[config.mk]
export PLATFORM = sky130hd
export DESIGN_NAME = ghash_digit_mul
export DESIGN_NICKNAME = d
export VERILOG_FILES = /design/src/rtl/ghash_digit_mul.sv
export SDC_FILE = /design/constraint.sdc
export NUM_CORES = 2
export LEC_CHECK = 0
export CAP_MARGIN = 20
export CORE_MARGIN = 1.5
export CORE_UTILIZATION = 45
export CTS_BUF_LIST = sky130_fd_sc_hd__clkbuf_8
export CTS_CLUSTER_SIZE = 40
export DETAILED_ROUTE_END_ITERATION = 8
export PLACE_DENSITY = 0.7
export SLEW_MARGIN = 20
export SYNTH_ARGS = -nofsm -noshare
export SYNTH_HDL_FRONTEND = slang
export SYNTH_SLANG_ARGS = --single-unit
[constraint.sdc]
create_clock -name clk -period 19.95 [get_ports clk]
set_input_delay 2.9925 -clock clk [delete_from_list [all_inputs] [get_ports clk]]
set_output_delay 2.9925 -clock clk [all_outputs]
set_load 0.01 [all_outputs]
[src/rtl/ghash_digit_mul.sv]
// Digit-serial GF(2^128) multiplier (GCM bit order) with an optional GHASH accumulator.
// Latency: operands accepted at edge 0 give o_valid from edge NCYC+1 (NCYC = 128/DIGIT).
// Backpressure: o_ready only in IDLE; the result is held in DONE until i_ready.
module ghash_digit_mul #(
  parameter int DIGIT = 8
) (
  input  logic         clk,
  input  logic         rst,
  input  logic         i_valid,
  output logic         o_ready,
  input  logic [127:0] i_x,
  input  logic [127:0] i_h,
  input  logic         i_mode,
  input  logic         i_clr,
  output logic         o_valid,
  input  logic         i_ready,
  output logic [127:0] o_result,
  output logic [127:0] o_acc
);

  localparam int NCYC = 128 / DIGIT;
  // The counter must be able to hold NCYC itself (128 when DIGIT = 1).
  localparam logic [7:0] NCYC_CNT = 8'(NCYC);
  // Reduction constant: 0xE1 followed by 120 zero bits, aligned to vector bits 127:120.
  localparam logic [127:0] R_POLY = {8'hE1, 120'd0};

  // Only power-of-two digit widths that divide 128 evenly are supported.
  generate
    if (!(DIGIT == 1 || DIGIT == 2 || DIGIT == 4 || DIGIT == 8 ||
          DIGIT == 16 || DIGIT == 32 || DIGIT == 64 || DIGIT == 128)) begin : g_bad_digit
      $error("ghash_digit_mul: DIGIT must be one of 1,2,4,8,16,32,64,128");
    end
  endgenerate

  typedef enum logic [1:0] {
    IDLE = 2'd0,
    RUN  = 2'd1,
    DONE = 2'd2
  } state_t;

  state_t       state;
  state_t       state_nxt;

  logic [127:0] z_q;      // partial product
  logic [127:0] v_q;      // H times x^i, advanced one step per consumed bit
  logic [127:0] x_q;      // remaining operand bits, next bit to consume at bit 127
  logic         mode_q;   // operation updates the accumulator when set
  logic [7:0]   cnt;      // compute cycles completed in RUN

  logic [127:0] z_step;
  logic [127:0] v_step;
  logic [127:0] x_shift;
  logic [127:0] y_eff;
  logic         accept;
  logic         run_last;

  assign o_ready  = (state == IDLE);
  assign o_valid  = (state == DONE);
  assign accept   = i_valid & o_ready;
  // All NCYC digits have been folded into Z; the next RUN cycle publishes it.
  assign run_last = (cnt == NCYC_CNT);

  // Clear has priority over the accumulator when combined with a GHASH step.
  assign y_eff = i_clr ? 128'd0 : o_acc;

  // Retire the consumed digit from the operand; with one full-width digit nothing remains.
  generate
    if (DIGIT == 128) begin : g_shift_full
      assign x_shift = 128'd0;
    end else begin : g_shift_part
      assign x_shift = {x_q[127-DIGIT:0], {DIGIT{1'b0}}};
    end
  endgenerate

  // Apply DIGIT bit-serial multiply steps in increasing GCM bit order.
  always_comb begin
    z_step = z_q;
    v_step = v_q;
    for (int j = 0; j < DIGIT; j++) begin
      if (x_q[127-j]) begin
        z_step = z_step ^ v_step;
      end
      v_step = {1'b0, v_step[127:1]} ^ (v_step[0] ? R_POLY : 128'd0);
    end
  end

  // Next-state logic for the IDLE -> RUN -> DONE handshake sequence.
  always_comb begin
    state_nxt = state;
    case (state)
      IDLE: if (accept)   state_nxt = RUN;
      RUN:  if (run_last) state_nxt = DONE;
      DONE: if (i_ready)  state_nxt = IDLE;
      default:            state_nxt = IDLE;
    endcase
  end

  // State register; reset abandons any operation in flight.
  always_ff @(posedge clk or posedge rst) begin
    if (rst) begin
      state <= IDLE;
    end else begin
      state <= state_nxt;
    end
  end

  // Operand capture at acceptance, then one digit of multiply work per RUN cycle.
  always_ff @(posedge clk or posedge rst) begin
    if (rst) begin
      z_q    <= 128'd0;
      v_q    <= 128'd0;
      x_q    <= 128'd0;
      mode_q <= 1'b0;
      cnt    <= 8'd0;
    end else begin
      case (state)
        IDLE: begin
          if (accept) begin
            v_q    <= i_h;
            x_q    <= i_mode ? (y_eff ^ i_x) : i_x;
            mode_q <= i_mode;
            z_q    <= 128'd0;
            cnt    <= 8'd0;
          end
        end
        RUN: begin
          if (!run_last) begin
            z_q <= z_step;
            v_q <= v_step;
            x_q <= x_shift;
            cnt <= cnt + 8'd1;
          end
        end
        default: begin
        end
      endcase
    end
  end

  // Result and accumulator: clear is honoured only while idle, GHASH steps write Y on completion.
  always_ff @(posedge clk or posedge rst) begin
    if (rst) begin
      o_result <= 128'd0;
      o_acc    <= 128'd0;
    end else begin
      case (state)
        IDLE: begin
          if (i_clr) begin
            o_acc <= 128'd0;
          end
        end
        RUN: begin
          if (run_last) begin
            o_result <= z_q;
            if (mode_q) begin
              o_acc <= z_q;
            end
          end
        end
        default: begin
        end
      endcase
    end
  end

endmodule

**Yosys cells after proc, flatten, opt, wreduce, memory -nomap -nowiden**

Cells that the tools add are included.

- Word-level logic and storage cells: 79
- Input bits: 262
- Output and inout bits: 258
- Bits in registers: 651

- Bitwise operators: 18
- $add $sub $neg: 1
- Equality and inequality tests: 8
- Mux-type cells: 37
- Reduce and logical (&&, ||, !) cells: 7

Operators with widths:

| kind | count |
|---|---|
| 2-to-1 mux 128 bit | 26 |
| bitwise XOR 128 bit | 9 |
| one-hot mux 128 bit (2 select lines) | 4 |
| bitwise XOR 127 x 128 -> 128 bit | 8 |
| 2-to-1 mux 8 bit | 2 |
| one-hot mux 8 bit (2 select lines) | 1 |
| AND reduction 3 bit | 3 |
| adder 8 x 1 -> 8 bit, second input constant | 1 |
| equality test 8 x 5 -> 1 bit, second input constant | 1 |
| 2-to-1 mux 2 bit | 3 |
| != test 2 bit, second input constant | 3 |
| one-hot mux 2 bit (3 select lines) | 1 |
| != test 2 x 1 -> 1 bit, second input constant | 2 |
| AND reduction 2 bit | 2 |
| equality test 2 x 1 -> 1 bit, second input constant | 1 |
| equality test 2 bit, second input constant | 1 |
| zero test 2 bit | 1 |
| nonzero test 2 bit | 1 |
| bitwise AND 1 bit | 1 |

**Longest topological paths before layout**

- Depth in word-level cells: 18
- Depth in mapped cells: 13
- Depth with buffers taken out: 9

**Least setup slack after synthesis**

No wires, ideal clock.

- Path type: input to register
- Start point: input i_mode
- End point: register x_q[12]
- Stages on the path: 8
- Data arrival time: 4.134 ns
- Buffers on the path: 2
- Required time: 19.817 ns
- Slack: 15.683 ns
- Setup time: 0.133 ns
- Cells stage by stage: nor2b_1 > clkbuf_1 > buf_1 > nand2_1 > xor2_1 > nor2_1 > a21oi_1 > o21ai_0

- Cells in the longest elaborated chain, start to end: 3

Ends and longest elaborated chain:

| item | RTL line | RTL |
|---|---|---|
| from (decl) | 13 | `input logic i_mode,` |
| 2-to-1 mux 128 bit | 120 | `x_q <= i_mode ? (y_eff ^ i_x) : i_x;` |
| 2-to-1 mux 128 bit | 118 | `if (accept) begin` |
| one-hot mux 128 bit (2 select lines) | 116 | `case (state)` |
| to (signal assigned) | 120 |  |
| to (signal assigned) | 130 | `x_q <= x_shift;` |
| to (decl) | 46 | `logic [127:0] x_q;` |

No other way between the ends. The select of a mux whose other input is x is not followed.
A chain may end at the register's enable or synchronous reset.

==> results.ini <==
[grt]
antenna_found_initial = 14
grt_overflow_total = 0
grt_pass1_wl_mm = 199.4
first_global_vias = 34380
grt_max_degree = 217
grtUsageTotal_pct = 26.70

[clocking]
clk_pin_slew_ps = 60
cts_hold_buf = 0
cts-root-buf = clkbuf_8
clockBufferDepth = 3
post_cts_buffers = 0
cts_sinks = 651
numCtsBuffers = 112
insertion_delay_ps = 770
cts_resized = 0
h-tree-depth = 3
cts_tree = built

[worst_hold_path]
min_to = x_q[35]
holdPathStages = 2
hold_start = x_q[35]
hold_class = reg -> reg

[floorplan]
core_area_um2 = 91660
ios = 520
die-area_um2 = 94450
initial_core_util_pct = 45.47
die_w_um = 307.3
die_h_um = 307.3
num_rows = 111

[logic_synthesis]
yosys.cell_types.count = 42
ys_ff_latch = 651
yosysMostFrequentCell = nand2_1
synth-seq-area-share_pct = 39.09
synth_cells = 4982
synth_edf_count = 0
syn_area_um2 = 41680
synth.largest_area_cell = dfrtp_1
synth_nets = 5246
yosysWarnings = 0
syn_avg_cell_area_um2 = 8.366
yosysTopAreaCellShare_pct = 39.09
synth_commonest_cells = nand2_1, xnor2_1, dfrtp_1, xor2_1, o21ai_0
async_flop_share_pct = 100.0
synth_ff_type = dfrtp_1
synthTopCellsByArea = dfrtp_1, nand2_1, xnor2_1

[final_layout]
design_area_um2 = 49130
layout.nets = 5477
drive_gt1_share_pct = 6.996
fill_cells = 8369
synthToLayoutAreaGrowth_pct = 17.88
post-route-util_pct = 53.60

[setup_path]
criticalPathCategory = in -> async
cp_common_cell = buf_4
r2r-start = state[1]
crit_family = buffers and inverters
worstPathRequired_ps = 20720
crit_buf_inv = 5
r2r_cells = 6
cp-start-kind = input port
cp.arrival_ps = 6350
r2r_slack_ps = 16380
cpMaxStageDelayCell = buf_4
path_cells = clkdlybuf4s50_1 -> clkinvlp_4 -> buf_4 -> buf_4 -> buf_12
cp-end-kind = asynchronous set/reset pin
crit_fanout = 152
max_stage_delay_ps = 820
rr_endpoint = x_q[103]

[sta]
clock.fmax_ghz = 0.1790
setup_tns_ps = 0
max_slew_margin_pct = 26.51
slew_violations = 0
finalCritPeriodShare_pct = 28.00
fin_crit_ps = 5585
worst_pin_slew_ps = 1102
fin_hold_ws_ps = 481.3
rsz0062_at_grt = false
fin_skew_ps = 46.21
finalHoldViolations = 0
setup_viol = 0

[pwr]
finalPower_mw = 10.37
powerDensity_nw_per_um2 = 211.1
ir_drop_v = 0.0001506
p_leak_nw = 19.79

[placement]
place.gp.congestion = 0.8391
placed_cell_area_um2 = 46670
portBuffers = 519
dp_hpwl_mm = 82.94

[detailed_routing]
wl_per_cell_um = 19.56
via_per_inst = 5.366
drt-pass1-iter-count = 6
wirelength_mm = 127.0
ant_nets = 0
num_vias = 34840
drtIter0Drc = 2591
drcViolationCount = 0

[flow_run]
drv_cap = 0

[run_status]
status = finished, final reports clean

-- cells by family (layout without fill, tap and decap cells) --
| group | after synthesis | after routing | synth area share, % |
|---|---|---|---|
| and+or+nand+nor | 1919 | 1919 | 17.48 |
| AOI/OAI and AO/OA | 654 | 654 | 9.528 |
| muxes | 140 | 140 | 3.750 |
| buffers and inverters | 444 | 765 | 5.055 |
| adders and majority gates | 2 | 2 | 0.06003 |
| other | 0 | 5 | 0 |
| xor gates and xnor gates | 1172 | 1172 | 25.04 |
| DFF | 651 | 651 | 39.09 |
-- power by group --
part           leakage, nW  internal (mW)  switching (mW)
sequential            8.26           1.93            1.08
clock                 1.37          0.728           0.592
combinational         10.2           3.01            3.03
-- metrics by stage --
step | instances | setup slack, ps
floorplan | 4982 | 8061
global placement | 6285 | 13520
detailed placement | 6285 | 13480
CTS | 6489 | 14310
global route | 6493 | 13890
finish | 6494 | 14360
-- state kept, by name (all words and copies together) (netlist names) --
name      flops
v_q         128
mode_q        1
cnt           8
o_result    128
x_q         128
state         2
z_q         128
o_acc       128
-- how the worst max path moves through the flow --
| stage | start | endpoint | slack, ps | cells past startpoint |
|---|---|---|---|---|
| floorplan | rst | cnt[0] | 8060 | 1 |
| detailed placement | rst | o_result[30] | 13480 | 5 |
| finish | rst | z_q[32] | 14360 | 5 |
| global placement | rst | z_q[32] | 13520 | 5 |
| global route | rst | z_q[31] | 13890 | 5 |
| CTS | rst | o_result[23] | 14310 | 5 |
-- layer usage --
metal	global-route usage (%)	wire (um)	vias up	part of all wire [%]
li1	-	-	16220	-
met1	34.41	52010	16910	41
met2	43.68	60330	1409	47
met3	5.044	9317	295	7.3
met4	11.66	5291	12	4.2
met5	0	67	-	0.053
-- cells in the final DEF (no fill, tap or decap), drive strengths merged, types with 35 or more instances in the layout --
| cell | count |
|---|---|
| clkbuf | 144 |
| nand2 | 1643 |
| a21oi | 126 |
| o21ai | 269 |
| a22o | 131 |
| buf | 35 |
| nor2 | 254 |
| mux2 | 129 |
| dfrtp | 651 |
| xor2 | 505 |
| xnor2 | 657 |
| clkdlybuf4s50 | 519 |
| a31oi | 118 |
-- worst reg2reg max path, cell delays in order (launching register included) --
cell	delay [ps]
dfrtp_1	480
nand2b_4	690
nor2_4	160
nor2_4	240
buf_12	590
buf_4	950
o21ai_0	280
-- cell type report --
type / instances / area [um2] / share of cell area (%)
tap: 1186 / 1484 / 3.020
inverter: 7 / 37.54 / 0.07640
multi-input combinational: 3887 / 23330 / 47.49
timing repair buffer: 554 / 5495 / 11.19
clock buffer: 144 / 1982 / 4.034
antenna: 5 / 12.51 / 0.02547
clock inverter: 60 / 466.7 / 0.9499
sequential: 651 / 16320 / 33.22
Power figures use the tool's default switching activity.
